**config.mk**
```make
export PLATFORM = sky130hd
export DESIGN_NAME = pll_reset_sequencer_flat
export DESIGN_NICKNAME = d
export VERILOG_FILES = /design/src/rtl/pll_reset_sequencer_if.sv /design/src/rtl/pll_reset_sequencer.sv /design/src/flat_wrapper.sv
export SDC_FILE = /design/constraint.sdc
export NUM_CORES = 1
export LEC_CHECK = 0
export CELL_PAD_IN_SITES_DETAIL_PLACEMENT = 1
export CELL_PAD_IN_SITES_GLOBAL_PLACEMENT = 2
export CORE_MARGIN = 2
export CORE_UTILIZATION = 37
export DETAILED_ROUTE_END_ITERATION = 12
export GPL_ROUTABILITY_DRIVEN = 0
export PLACE_DENSITY = 0.87
export SYNTH_ARGS = -nofsm -noshare
export SYNTH_HDL_FRONTEND = slang
export SYNTH_SLANG_ARGS = --single-unit
```
**constraint.sdc**
```tcl
create_clock -name clock -period 4.1 [get_ports clock]
set_input_delay 0.615 -clock clock [delete_from_list [all_inputs] [get_ports clock]]
set_output_delay 0.615 -clock clock [all_outputs]
set_load 0.02 [all_outputs]
```
**src/rtl/pll_reset_sequencer_if.sv**
```systemverilog
// Signal bundle between the PLL/reset sequencer and the PLL plus core-reset fabric.
// The sequencer uses the master view; the PLL side and the bench use the slave view.
interface pll_reset_sequencer_if;
   logic       pll_lock;
   logic       soft_rst;
   logic       pll_rst;
   logic       sys_rst_n;
   logic [1:0] state_o;
   logic [3:0] retries;

   modport master (
      input  pll_lock,
      input  soft_rst,
      output pll_rst,
      output sys_rst_n,
      output state_o,
      output retries
   );

   modport slave (
      output pll_lock,
      output soft_rst,
      input  pll_rst,
      input  sys_rst_n,
      input  state_o,
      input  retries
   );
endinterface

```
**src/rtl/pll_reset_sequencer.sv**
```systemverilog
// PLL reset pulse and core reset release sequencer, clocked by the free-running oscillator.
// Optional feature macro: PLL_WATCHDOG_EN (WAIT_LOCK timeout with PLL re-reset and retry count).
module pll_reset_sequencer #(
   parameter logic [15:0] LOCK_CYCLES    = 16'd1024,
   parameter logic [7:0]  PLL_RST_CYCLES = 8'd16,
   parameter logic [19:0] TIMEOUT_CYCLES = 20'd65536
) (
   input logic                   clock,
   input logic                   reset_n,
   pll_reset_sequencer_if.master bus
);

   typedef enum logic [1:0] {
      PLL_RST   = 2'd0,
      WAIT_LOCK = 2'd1,
      COUNT     = 2'd2,
      RUN       = 2'd3
   } state_t;

   localparam logic [19:0] RST_LAST  = {12'd0, PLL_RST_CYCLES} - 20'd1;
   localparam logic [19:0] LOCK_LAST = {4'd0, LOCK_CYCLES} - 20'd1;

   state_t      state_r;
   state_t      state_nxt_s;
   logic [19:0] cnt_r;
   logic [19:0] cnt_nxt_s;
   logic        lock_meta_r;
   logic        lock_sync_r;
   logic        pll_rst_r;
   logic        sys_rst_n_r;

`ifdef PLL_WATCHDOG_EN
   localparam logic [19:0] TIMEOUT_LAST = TIMEOUT_CYCLES - 20'd1;
   logic       retry_inc_s;
   logic [3:0] retries_r;
`else
   logic       unused_timeout_s;
`endif

   // Two-flop synchroniser for the asynchronous PLL LOCKED input.
   always_ff @(posedge clock) begin
      if (!reset_n) begin
         lock_meta_r <= 1'b0;
         lock_sync_r <= 1'b0;
      end else begin
         lock_meta_r <= bus.pll_lock;
         lock_sync_r <= lock_meta_r;
      end
   end

   // Next-state and shared-counter logic; soft_rst overrides every other transition.
   always_comb begin
      state_nxt_s = state_r;
      cnt_nxt_s   = cnt_r;
`ifdef PLL_WATCHDOG_EN
      retry_inc_s = 1'b0;
`endif
      if (bus.soft_rst) begin
         state_nxt_s = PLL_RST;
         cnt_nxt_s   = 20'd0;
      end else begin
         case (state_r)
            PLL_RST: begin
               if (cnt_r == RST_LAST) begin
                  state_nxt_s = WAIT_LOCK;
                  cnt_nxt_s   = 20'd0;
               end else begin
                  cnt_nxt_s = cnt_r + 20'd1;
               end
            end
            WAIT_LOCK: begin
               if (lock_sync_r) begin
                  state_nxt_s = COUNT;
                  cnt_nxt_s   = 20'd0;
               end else begin
`ifdef PLL_WATCHDOG_EN
                  if (cnt_r == TIMEOUT_LAST) begin
                     state_nxt_s = PLL_RST;
                     cnt_nxt_s   = 20'd0;
                     retry_inc_s = 1'b1;
                  end else begin
                     cnt_nxt_s = cnt_r + 20'd1;
                  end
`else
                  cnt_nxt_s = 20'd0;
`endif
               end
            end
            COUNT: begin
               // Any dropout restarts the stability count from zero.
               if (!lock_sync_r) begin
                  state_nxt_s = WAIT_LOCK;
                  cnt_nxt_s   = 20'd0;
               end else if (cnt_r == LOCK_LAST) begin
                  state_nxt_s = RUN;
                  cnt_nxt_s   = 20'd0;
               end else begin
                  cnt_nxt_s = cnt_r + 20'd1;
               end
            end
            RUN: begin
               // The PLL relocks on its own, so lock loss only re-asserts the core reset.
               if (!lock_sync_r) begin
                  state_nxt_s = WAIT_LOCK;
                  cnt_nxt_s   = 20'd0;
               end else begin
                  state_nxt_s = RUN;
               end
            end
            default: begin
               state_nxt_s = PLL_RST;
               cnt_nxt_s   = 20'd0;
            end
         endcase
      end
   end

   // State, counter and Moore output registers; outputs track the next state.
   always_ff @(posedge clock) begin
      if (!reset_n) begin
         state_r     <= PLL_RST;
         cnt_r       <= 20'd0;
         pll_rst_r   <= 1'b1;
         sys_rst_n_r <= 1'b0;
      end else begin
         state_r     <= state_nxt_s;
         cnt_r       <= cnt_nxt_s;
         pll_rst_r   <= (state_nxt_s == PLL_RST);
         sys_rst_n_r <= (state_nxt_s == RUN);
      end
   end

`ifdef PLL_WATCHDOG_EN
   // Saturating count of watchdog-triggered PLL resets.
   always_ff @(posedge clock) begin
      if (!reset_n) begin
         retries_r <= 4'd0;
      end else if (retry_inc_s && (retries_r != 4'd15)) begin
         retries_r <= retries_r + 4'd1;
      end else begin
         retries_r <= retries_r;
      end
   end

   assign bus.retries = retries_r;
`else
   assign unused_timeout_s = ^TIMEOUT_CYCLES;
   assign bus.retries      = 4'd0;
`endif

   assign bus.pll_rst   = pll_rst_r;
   assign bus.sys_rst_n = sys_rst_n_r;
   assign bus.state_o   = state_r;

endmodule
```
**src/flat_wrapper.sv**
```systemverilog
// flat-port wrapper written by rule: the top's interface ports become plain ports
module pll_reset_sequencer_flat 
#(
   parameter logic [15:0] LOCK_CYCLES    = 16'd1024,
   parameter logic [7:0]  PLL_RST_CYCLES = 8'd16,
   parameter logic [19:0] TIMEOUT_CYCLES = 20'd65536
)
  (clock, reset_n, bus_pll_lock, bus_soft_rst, bus_pll_rst, bus_sys_rst_n, bus_state_o, bus_retries);
  pll_reset_sequencer_if bus_i ();
  input logic clock;
  input logic reset_n;
  input wire logic [$bits(bus_i.pll_lock)-1:0] bus_pll_lock;
  input wire logic [$bits(bus_i.soft_rst)-1:0] bus_soft_rst;
  output wire logic [$bits(bus_i.pll_rst)-1:0] bus_pll_rst;
  output wire logic [$bits(bus_i.sys_rst_n)-1:0] bus_sys_rst_n;
  output wire logic [$bits(bus_i.state_o)-1:0] bus_state_o;
  output wire logic [$bits(bus_i.retries)-1:0] bus_retries;
  assign bus_i.pll_lock = bus_pll_lock;
  assign bus_i.soft_rst = bus_soft_rst;
  assign bus_pll_rst = bus_i.pll_rst;
  assign bus_sys_rst_n = bus_i.sys_rst_n;
  assign bus_state_o = bus_i.state_o;
  assign bus_retries = bus_i.retries;
  pll_reset_sequencer #(.LOCK_CYCLES(LOCK_CYCLES), .PLL_RST_CYCLES(PLL_RST_CYCLES), .TIMEOUT_CYCLES(TIMEOUT_CYCLES)) u_core (.clock(clock), .reset_n(reset_n), .bus(bus_i));
endmodule
```
# After elaboration in Yosys (flattened, before gate mapping)
# Cells that the tools add are included.
# word_totals
in_bits	4
mem_bits_ro	0
output_inout_bits	8
register_bits	26
ramBits	0
latchBits	0
elab_cells	30
n_memories	0
# classes
bitwise_logic	1
n_addsub	1
n_reduce_logical	3
mux	12
eq_ne	7
shifts	0
n_mul	0
n_lt_le_gt_ge	0
div	0
# ops
cell	count
$mux W20	4
$pmux W20 S4	1
$add A20 B1 Y20 const B	1
$eq A20 B10 Y1 const B	1
$eq A20 B4 Y1 const B	1
$mux W2	6
$pmux W2 S4	1
$eq A2 B2 Y1 const B	3
$logic_not A2 Y1	2
$eq A2 B1 Y1 const B	1
$ne A2 B2 Y1 const B	1
$reduce_or A2 Y1	1
$not A1 Y1	1

# Depth between registers and ports, before layout
# Gate-level depths: netlist (run 1).
# logic_depth
word_depth	6
ltp_mapped	6
ltp_nobuf	5

# Worst setup path before layout (run 1)
# OpenSTA, ideal clock, no wires.
# synth_path
path_type	reg-to-reg
from	register u_core.cnt_r[0]
to	register u_core.cnt_r[14]
path_buffers	1
required_ns	4.025
synth_period_minus_slack_ns	1.899
setup_time_ns	0.075
setup_slack_ns	2.201
stages_incl_launch_ff	7
arrival_ns	1.824
path_cell_list	dfxtp_1 -> ha_1 -> nand3_1 -> or4b_1 -> buf_2 -> or3_1 -> a22oi_2
# synth_between
elab_chain_len	4
elab_cells_between_ends	7
cone_classes	add/sub (1); eq/ne (2); mux (4)
# synth_lines
element	line_no	source
from (decl)	pll_reset_sequencer.sv:25	logic [19:0] cnt_r;
from (signal assigned)	pll_reset_sequencer.sv:127	cnt_r <= cnt_nxt_s;
$add A20 B1 Y20 / $eq A20 B10 Y1 (equally long branches)	pll_reset_sequencer.sv:68, pll_reset_sequencer.sv:98, pll_reset_sequencer.sv:94	
$mux W20	pll_reset_sequencer.sv:94	end else if (cnt_r == LOCK_LAST) begin
$mux W20	pll_reset_sequencer.sv:91	if (!lock_sync_r) begin
$pmux W20 S4 *	pll_reset_sequencer.sv:62	case (state_r)
# Mark *: on every way between the ends. The rest lies on a longest branch, timed or not.
# A chain may end at the register's enable or synchronous reset.

# Worst setup path in the final report (run 1)
# Same ends and word-level chain as after synthesis.

==> results.md, run 1 <==
- Final Hold Fails: 0
- H-tree depth: 1
- GR Util All Layers: 17.1%
- Worst-path clk slew: roughly 0.14 ns
- Post-synth top cells: dfxtp_1 (26), a21oi_1 (13), nand2_1 (9)
- Vias in the first global route: 1,116
- Via count: ~1,100
- Post-route setup TNS: 0 ns
- Die area: between 0.003 and 0.004 mm2
- Synth-to-Final Area Change: 10.9%
- Syn Inst Count: around 140
- DP HPWL: approximately 2200 um
- Synth top area share: roughly two fifths
- Initial cell density of the core: 38.5%
- Initial antenna violation count: 0
- Placed Area: 0.00138 mm2
- Worst endpoint data arrival time: between 2 and 2.5 ns
- Share of cells above drive strength 1: under 10%
- Die height: 62.7 um
- Startpoint types: register
- Row cnt: 21
- Pre-CTS WS: ~1.9 ns
- Synth area leader: dfxtp_1
- Final Instance Count excl. Fillers: a little under 200
- Largest net degree at the start of global routing: 21
- Static leakage: around 0.46 nW
- Drt total wl: between 2000 and 3000 um
- WL/cell: ~15 um
- Post-synth EDFFs: 0
- Post-route ant nets: 0
- Clk Tree Root Cell: clkbuf_4
- Top-count cell post-synth: dfxtp_1
- Ant. Diodes: 0
- Max Cap Viol: 0
- Clk sinks: 26
- Number of fill cells: a little over 400
- Cell Area, Synth: between 0.001 and 0.0015 mm2
- Cell area after layout: ~0.0014 mm2
- RSZ-0062 raised after global routing: no
- Post-synthesis cell type count: 39
- Async SR Flop Fraction: 0%
- Final routed DRC violation total: 0
- Layout Nets: between 150 and 200
- Fmax: around 0.46 GHz
- Post-CTS setup repair buffer count: 0
- FF+latch count, synth: 26
- Placed instance count: 191
- Core ar.: about 0.0033 mm2
- Mapped Avg Cell Area: 8.85 um2
- Ports: 12
- Worst min path class: register to register
- Hold Buf Count CTS: 0
- Global route overflow: 0
- Final Slew Violations: 0
- Initial DRC count: 19
- Post-synthesis sequential area ratio: about two fifths
- Top FF cell, synth: dfxtp_1
- Cts repair resizes: 0
- Critical Path RT: 4.37 ns
- Max Clock Skew: 0.00193 ns
- Ranking of synthesized cells by area: dfxtp_1 (41%), a21oi_1 (5.1%), xnor2_1 (4.8%)
- Via density: 5.51
- Reg-to-reg slack, setup: between 1.5 and 2 ns
- Clock buffer count from CTS: 3
- Pwr/cell area: ~290 mW/mm2
- Peak VDD IR: around 0.12 mV
- DIE WIDTH: around 63 um
- Tcrit/Tclk final: 52.9%
- Crit end category: register
- Clock buffer depth: 2
- First-pass GRT wire length: between 5000 and 6000 um
- Skew-Pair Late Insertion Delay: about 0.32 ns
- IO buf count: 7
- Post-route core utilization: between 40% and 50%
- CTS tree: built
- Crit path max fanout: 7
- Fin worst setup slack: between 1.5 and 2 ns
- DR pass1 iterations: 4
- Final min period: about 2.2 ns
- Synth warn: 0
- Setup violators final: 0
- Status: finished, final reports clean
- Crit Path Class: register to register
-- cells in the final DEF (no fill, tap or decap), types with 2 or more instances in the layout --
cell and n:
nand4_1 6, and2_1 2, nor4_1 5, conb_1 4
nand2_1 9, buf_4 2, nor2_1 4, and4_1 3
clkdlybuf4s50_1 7, nor3_1 4, xnor2_1 7, xor2_1 5
clkbuf_4 3, a22oi_2 3, o21ai_0 7, a21oi_1 13
a22oi_1 4, or3_1 6, dfxtp_1 26, and3_1 3
nand3_1 8
-- where the power goes --
| part | internal (mW) | switching (mW) | total (mW) |
|---|---|---|---|
| Sequential | 0.255 | 0.00182 | 0.256 |
| Clock | 0.0544 | 0.0791 | 0.133 |
| Combinational | 0.00560 | 0.00918 | 0.0148 |
-- critical path, cell delays in order (launching register included) --
cell     delay, ns
dfxtp_1       0.43
ha_1          0.22
nand3_1       0.21
or4b_1        0.69
or3_1         0.40
a22oi_2       0.14
-- worst paths after layout --
check	from	end	depth (start not counted)
hold reg to reg	u_core.lock_meta_r$_SDFF_PN0_	u_core.lock_sync_r$_SDFF_PN0_	1
hold / removal	u_core.lock_meta_r$_SDFF_PN0_	u_core.lock_sync_r$_SDFF_PN0_	1
setup reg to reg	u_core.cnt_r[0]$_SDFFE_PP0P_	u_core.cnt_r[14]$_SDFFE_PP0P_	5
setup / recovery	u_core.cnt_r[0]$_SDFFE_PP0P_	u_core.cnt_r[14]$_SDFFE_PP0P_	5
-- cell families after synthesis --
family / count (synthesis) / synth area share, %
xor gates and xnor gates: 12 / 8.25
buffers and inverters: 12 / 4.91
adders and majority gates: 1 / 0.982
other: 1 / 0.294
AOI/OAI and AO/OA: 33 / 17.1
muxes: 1 / 0.786
and+or+nand+nor: 58 / 26.8
DFF: 26 / 40.9
-- area by class of cell --
class,count,area [um2],share of cell area [%]
repair buffers,9,85.1,6.02
multi-input cells,109,709,50.2
flip-flops and latches,26,520,36.8
well taps,46,57.6,4.07
clock buffers,4,36.3,2.57
inverters,1,3.75,0.266
-- routing by layer --
metal | up-vias | global-route usage (%) | wire, um
li1 | 536 | - | -
met1 | 529 | 22.9 | 1410
met2 | 7 | 28.6 | 1450
met3 | 2 | 3.78 | 61
met4 | 0 | 2.50 | 18
met5 | - | 0 | 0
-- through the flow --
step	power, mW	hold WS [ns]
6_report	0.405	0.484
5_1_grt	0.427	0.518
4_1_cts	0.411	0.490
3_5_place_dp	0.277	0.454
3_3_place_gp	0.276	0.423
2_1_floorplan	0.274	0.412
-- sequential cells by signal (all words and copies together), names as in the netlist --
signal                count
u_core.cnt_r             20
u_core.lock_sync_r        1
u_core.bus.sys_rst_n      1
u_core.bus.pll_rst        1
u_core.lock_meta_r        1
u_core.bus.state_o        2
Note: power is estimated with default switching activity, not from simulation.
==> inputs of run 2 (changes only) <==
--- a/config.mk
+++ b/config.mk
@@ -8,10 +8,10 @@
 export CELL_PAD_IN_SITES_DETAIL_PLACEMENT = 1
 export CELL_PAD_IN_SITES_GLOBAL_PLACEMENT = 2
 export CORE_MARGIN = 2
-export CORE_UTILIZATION = 37
+export CORE_UTILIZATION = 34
 export DETAILED_ROUTE_END_ITERATION = 12
 export GPL_ROUTABILITY_DRIVEN = 0
-export PLACE_DENSITY = 0.87
+export PLACE_DENSITY = 0.81
 export SYNTH_ARGS = -nofsm -noshare
 export SYNTH_HDL_FRONTEND = slang
 export SYNTH_SLANG_ARGS = --single-unit
==> constraint.sdc (replaced) <==
create_clock -name clock -period 2.3 [get_ports clock]
set_input_delay 0.345 -clock clock [delete_from_list [all_inputs] [get_ports clock]]
set_output_delay 0.345 -clock clock [all_outputs]
set_load 0.02 [all_outputs]
==> results.md, run 2 (synthesized netlist as in run 1, its figures left out) <==
- CP max stage cell: or4b_1
- RSZ-0062 raised after global routing: no
- Core ar.: 0.00363 mm2 (+9.8%)
- Worst endpoint data arrival time: 2.34 ns (-0.09 ns)
- Most frequent cells in the layout: dfxtp_1 (26), buf_4 (18), a21oi_1 (13)
- CP max stage delay: 0.68 ns (about the same)
- Final routed DRC violation total: 0 (unchanged)
- Worst-path clk slew: 0.09 ns (-0.05 ns)
- Placed Area: 0.00150 mm2 (+8.9%)
- Tcrit/Tclk final: 92.9% (+40 points)
- Largest net degree at the start of global routing: 21 (unchanged)
- Peak VDD IR: 0.288 mV (+140%)
- Skew-Pair Late Insertion Delay: 0.27 ns (-0.05 ns)
- Via density: 5.48 (-0.57%)
- H-tree depth: 1 (unchanged)
- Max Cap Viol: 0 (unchanged)
- Overall Power: 0.747 mW (+85%)
- Die height: 65.2 um (+4.0%)
- Pwr/cell area: 482 mW/mm2 (+68%)
- Initial antenna violation count: 0 (unchanged)
- Rel. slew slack: a little over half
- Global route overflow: 0 (unchanged)
- Crit Path Class: register to register
- Hold Buf Count CTS: 0 (unchanged)
- Max reg flops: 20 (unchanged)
- Crit end category: register
- DP HPWL: 2440 um (+12%)
- DR pass1 iterations: 4 (unchanged)
- Ant. Diodes: 0 (unchanged)
- Die area: 0.00425 mm2 (+8.3%)
- CTS tree: built
- Crit path max fanout: 7 (unchanged)
- Status: finished, final reports clean
- Synth-to-Final Area Change: 21.8%
- Final Hold Fails: 0 (unchanged)
- Final min period: 2.14 ns (-0.0300 ns)
- Most common cell after layout, fill and taps aside: dfxtp_1
- Max Clock Skew: 0.00135 ns (-0.000572 ns)
- Ports: 12 (unchanged)
- Final Slew Violations: 0 (unchanged)
- Clk sinks: 26 (unchanged)
- Clock buffer depth: 2 (unchanged)
- IO buf count: 7 (unchanged)
- Pre-CTS WS: -0.0137 ns (-1.91 ns)
- Initial DRC count: 54 (+35)
- Post-CTS setup repair buffer count: 0 (unchanged)
- Layout Nets: 171 (+10%)
- Fmax: 0.468 GHz (+1.4%)
- Vias in the first global route: 1,214 (+8.8%)
- Worst-Margin Slew: 0.687 ns
- Cell area after layout: 0.00155 mm2 (+9.8%)
- DIE WIDTH: 65.2 um (+4.0%)
- Post-route setup TNS: 0 ns (unchanged)
- Startpoint types: register
- Row cnt: 22 (+4.8%)
- Critical Path RT: 2.51 ns (-1.86 ns)
- Via count: 1,161 (+8.1%)
- Worst min path class: register to register
- Initial cell density of the core: 35.1% (-3.4 points)
- Share of cells above drive strength 1: 17.1% (+8.3 points)
- Most flop-heavy register: u_core.cnt_r
- Setup violators final: 0 (unchanged)
- Clk Tree Root Cell: clkbuf_8
- First-pass GRT wire length: 5600 um (+3.6%)
- Cts repair resizes: 1 (+1)
- Post-route ant nets: 0 (unchanged)
- Drt total wl: 3240 um (+10%)
- Static leakage: 0.543 nW (+18%)
- GR Util All Layers: 17.1% (+0.046 points)
- Clock buffer count from CTS: 3 (unchanged)
- Fin worst setup slack: 0.163 ns (-1.77 ns)
- Crit-path cells: ha_1 -> buf_4 -> nand3_1 -> or4b_1 -> or3_1 -> a22oi_2
- WL/cell: 15.3 um (+1.3%)
-- run 2: cell types whose count changed in the layout (fill, tap and decap cells not counted) --
cell      change
buf_4        +16
o41ai_2       -1
clkbuf_8      +2
clkbuf_4      -3
o41ai_4       +1
-- run 2: through the flow --
stage,std cells,hold WS [ns],utilization [%]
final,212,0.440,42.7
after global routing,212,0.483,42.7
after CTS,212,0.444,42.7
after detailed placement,209,0.423,41.3
after global placement,209,0.415,41.3
after floorplan,147,0.412,-
-- run 2: report_power, final --
part           switching, mW  total (mW)  internal (mW)  leakage, nW
clock network          0.143       0.260          0.118       0.0216
logic                 0.0188      0.0320         0.0132        0.312
registers            0.00176       0.455          0.453        0.210
total                  0.163       0.747          0.584        0.543
-- run 2: layer usage --
metal  track usage (%)  up-vias  share of wire [%]
met4              6.25        0                2.0
met2              28.6       16                 49
met3              3.77        6                3.3
met1              21.6      568                 46
met5                 0        -                  0
li1                  -      571                  -
-- run 2: layout make-up --
class,count,area (um2)
fill,455,2080
multi-input combinational,109,721
sequential,26,520
timing repair buffer,25,205
tap,48,60.1
clock buffer,3,41.3
inverter,1,3.75
-- run 2: final timing paths --
check | slack [ns] | cells past startpoint | to | from
hold / removal | 0.44 | 1 | u_core.lock_sync_r$_SDFF_PN0_ | u_core.lock_meta_r$_SDFF_PN0_
setup / recovery | 0.16 | 6 | u_core.cnt_r[14]$_SDFFE_PP0P_ | u_core.cnt_r[0]$_SDFFE_PP0P_
setup reg to reg | 0.16 | 6 | u_core.cnt_r[14]$_SDFFE_PP0P_ | u_core.cnt_r[0]$_SDFFE_PP0P_
hold reg to reg | 0.44 | 1 | u_core.lock_sync_r$_SDFF_PN0_ | u_core.lock_meta_r$_SDFF_PN0_
-- run 2: critical path: cells and delay by family (launching register included) --
family / cells / cell delay [ns]
fa+ha+maj: 1 / 0.18
flops: 1 / 0.34
buf+inv: 1 / 0.12
compound gates: 1 / 0.15
simple gates: 3 / 1.29
==> inputs of run 3 (changes only) <==
--- a/config.mk
+++ b/config.mk
@@ -7,7 +7,7 @@
 export LEC_CHECK = 0
 export CELL_PAD_IN_SITES_DETAIL_PLACEMENT = 1
 export CELL_PAD_IN_SITES_GLOBAL_PLACEMENT = 2
-export CORE_MARGIN = 2
+export CORE_MARGIN = 4
 export CORE_UTILIZATION = 34
 export DETAILED_ROUTE_END_ITERATION = 12
 export GPL_ROUTABILITY_DRIVEN = 0
@@ -15,3 +15,4 @@
 export SYNTH_ARGS = -nofsm -noshare
 export SYNTH_HDL_FRONTEND = slang
 export SYNTH_SLANG_ARGS = --single-unit
+export TNS_END_PERCENT = 100
==> results.md, run 3 (synthesized netlist as in run 1, its figures left out) <==
- IO buf count: 7 (unchanged)
- Worst-path clk slew: 0.09 ns (about the same)
- Tcrit/Tclk final: 91.3% (-1.6 points)
- Cell area after layout: 0.00144 mm2 (-7.3%)
- Largest net degree at the start of global routing: 21 (unchanged)
- Reg-to-reg slack, setup: 0.20 ns (+0.04 ns)
- Final routed DRC violation total: 0 (unchanged)
- Layout Nets: 156 (-8.8%)
- DP HPWL: 2060 um (-16%)
- WHS Endpoint: u_core.lock_sync_r$_SDFF_PN0_
- Final Hold Fails: 0 (unchanged)
- Die area: 0.00479 mm2 (+13%)
- Synth-to-Final Area Change: 13.0%
- Clk Tree Root Cell: clkbuf_8
- Static leakage: 0.471 nW (-13%)
- Cts repair resizes: 0 (-1)
- Max Clock Skew: 0.00644 ns (+0.00508 ns)
- Fin worst setup slack: 0.201 ns (+0.0374 ns)
- Via count: 1,091 (-6.0%)
- R2r endpoint: u_core.cnt_r[16]$_SDFFE_PP0P_
- Initial antenna violation count: 0 (unchanged)
- Pre-CTS WS: 0.230 ns (+0.244 ns)
- CP max stage delay: 0.68 ns (about the same)
- CP max stage cell: or4b_1
- Share of cells above drive strength 1: 9.33% (-7.7 points)
- Core ar.: 0.00347 mm2 (-4.5%)
- RR Startpoint: u_core.cnt_r[0]$_SDFFE_PP0P_
- Max Cap Viol: 0 (unchanged)
- GR Util All Layers: 13.3% (-3.8 points)
- Via density: 5.57 (+1.6%)
- CTS tree: built
- First-pass GRT wire length: 5210 um (-6.9%)
- Crit end category: register
- Clock buffer depth: 2 (unchanged)
- Hold depth: 1 (unchanged)
- Max reg flops: 20 (unchanged)
- Placed Area: 0.00138 mm2 (-7.7%)
- Row cnt: 21 (-4.5%)
- DIE WIDTH: 69.2 um (+6.1%)
- Worst endpoint data arrival time: 2.31 ns (-0.03 ns)
- Crit-path cells: ha_1 -> nand3_1 -> or4b_1 -> or3_1 -> a22oi_2
- Clk sinks: 26 (unchanged)
- Vias in the first global route: 1,110 (-8.6%)
- Hold Buf Count CTS: 0 (unchanged)
- Hold_sp: u_core.lock_meta_r$_SDFF_PN0_
- Crit path max fanout: 7 (unchanged)
- Initial cell density of the core: 36.7% (+1.7 points)
- Worst min path class: register to register
- DR pass1 iterations: 4 (unchanged)
- WL/cell: 14.9 um (-2.9%)
- Setup violators final: 0 (unchanged)
- Final min period: 2.10 ns (-0.0374 ns)
- H-tree depth: 1 (unchanged)
- Most flop-heavy register: u_core.cnt_r
- Die height: 69.2 um (+6.1%)
- Crit Path Class: register to register
- Pwr/cell area: 545 mW/mm2 (+13%)
- Post-route setup TNS: 0 ns (unchanged)
- Skew-Pair Late Insertion Delay: 0.28 ns (about the same)
- Fmax: 0.476 GHz (+1.8%)
- Most common cell after layout, fill and taps aside: dfxtp_1
- Status: finished, final reports clean
- RSZ-0062 raised after global routing: no
- Drt total wl: 2910 um (-10%)
- Peak VDD IR: 0.181 mV (-37%)
- Startpoint types: register
- Clock buffer count from CTS: 3 (unchanged)
- Reg2Reg Depth: 5 (-1)
- Most frequent cells in the layout: dfxtp_1 (26), a21oi_1 (13), nand2_1 (9)
- Ant. Diodes: 0 (unchanged)
- Ports: 12 (unchanged)
- Post-route ant nets: 0 (unchanged)
- Final Slew Violations: 0 (unchanged)
- Initial DRC count: 46 (-15%)
- Global route overflow: 0 (unchanged)
- Critical Path RT: 2.51 ns (about the same)
- Post-CTS setup repair buffer count: 0 (unchanged)
[run 3: cell type report]
class                   instances  area (um2)
flip-flops and latches         26         520
repair buffers                 10        92.6
well taps                      46        57.6
inverters                       1        3.75
fillers                       435        2030
clock buffers                   4        55.1
multi-input cells             109         709
[run 3: worst max path at each step]
stage                                  from                       endpoint  slack (ns)
2_1_floorplan  u_core.cnt_r[0]$_SDFFE_PP0P_  u_core.cnt_r[14]$_SDFFE_PP0P_        0.40
3_3_place_gp   u_core.cnt_r[0]$_SDFFE_PP0P_  u_core.cnt_r[18]$_SDFFE_PP0P_        0.33
3_5_place_dp   u_core.cnt_r[0]$_SDFFE_PP0P_  u_core.cnt_r[16]$_SDFFE_PP0P_        0.23
4_1_cts        u_core.cnt_r[0]$_SDFFE_PP0P_  u_core.cnt_r[16]$_SDFFE_PP0P_        0.20
5_1_grt        u_core.cnt_r[0]$_SDFFE_PP0P_  u_core.cnt_r[14]$_SDFFE_PP0P_        0.04
6_report       u_core.cnt_r[0]$_SDFFE_PP0P_  u_core.cnt_r[16]$_SDFFE_PP0P_        0.20
[run 3: power breakdown]
part / switching, mW / internal [mW] / total [mW] / leakage (nW)
logic: 0.0163 / 0.00996 / 0.0262 / 0.232
clock network: 0.149 / 0.153 / 0.302 / 0.0288
registers: 0.00301 / 0.453 / 0.456 / 0.210
total: 0.168 / 0.616 / 0.785 / 0.471
[run 3: critical path: cells and delay by family (launching register included)]
kind                     cells  cell delay (ns)
flip-flops                   1             0.41
adder cells (fa/ha/maj)      1             0.21
AO/OA/AOI/OAI                1             0.14
AND/OR/NAND/NOR              3             1.27
[run 3: through the flow]
| step | hold slack (ns) | power [mW] | utilization (%) | std cells |
|---|---|---|---|---|
| floorplan | 0.412 | 0.488 | - | 147 |
| global placement | 0.415 | 0.492 | 39.9 | 192 |
| detailed placement | 0.422 | 0.493 | 39.9 | 192 |
| CTS | 0.444 | 0.795 | 41.5 | 196 |
| global route | 0.461 | 0.818 | 41.5 | 196 |
| finish | 0.441 | 0.785 | 41.5 | 196 |
[run 3: metal layers]
layer	routed length, um	vias up	GRT usage (%)
met2	1380	11	21.4
met4	56	0	6.72
met3	55	5	2.75
li1	-	544	-
met1	1420	531	16.6
met5	0	-	0
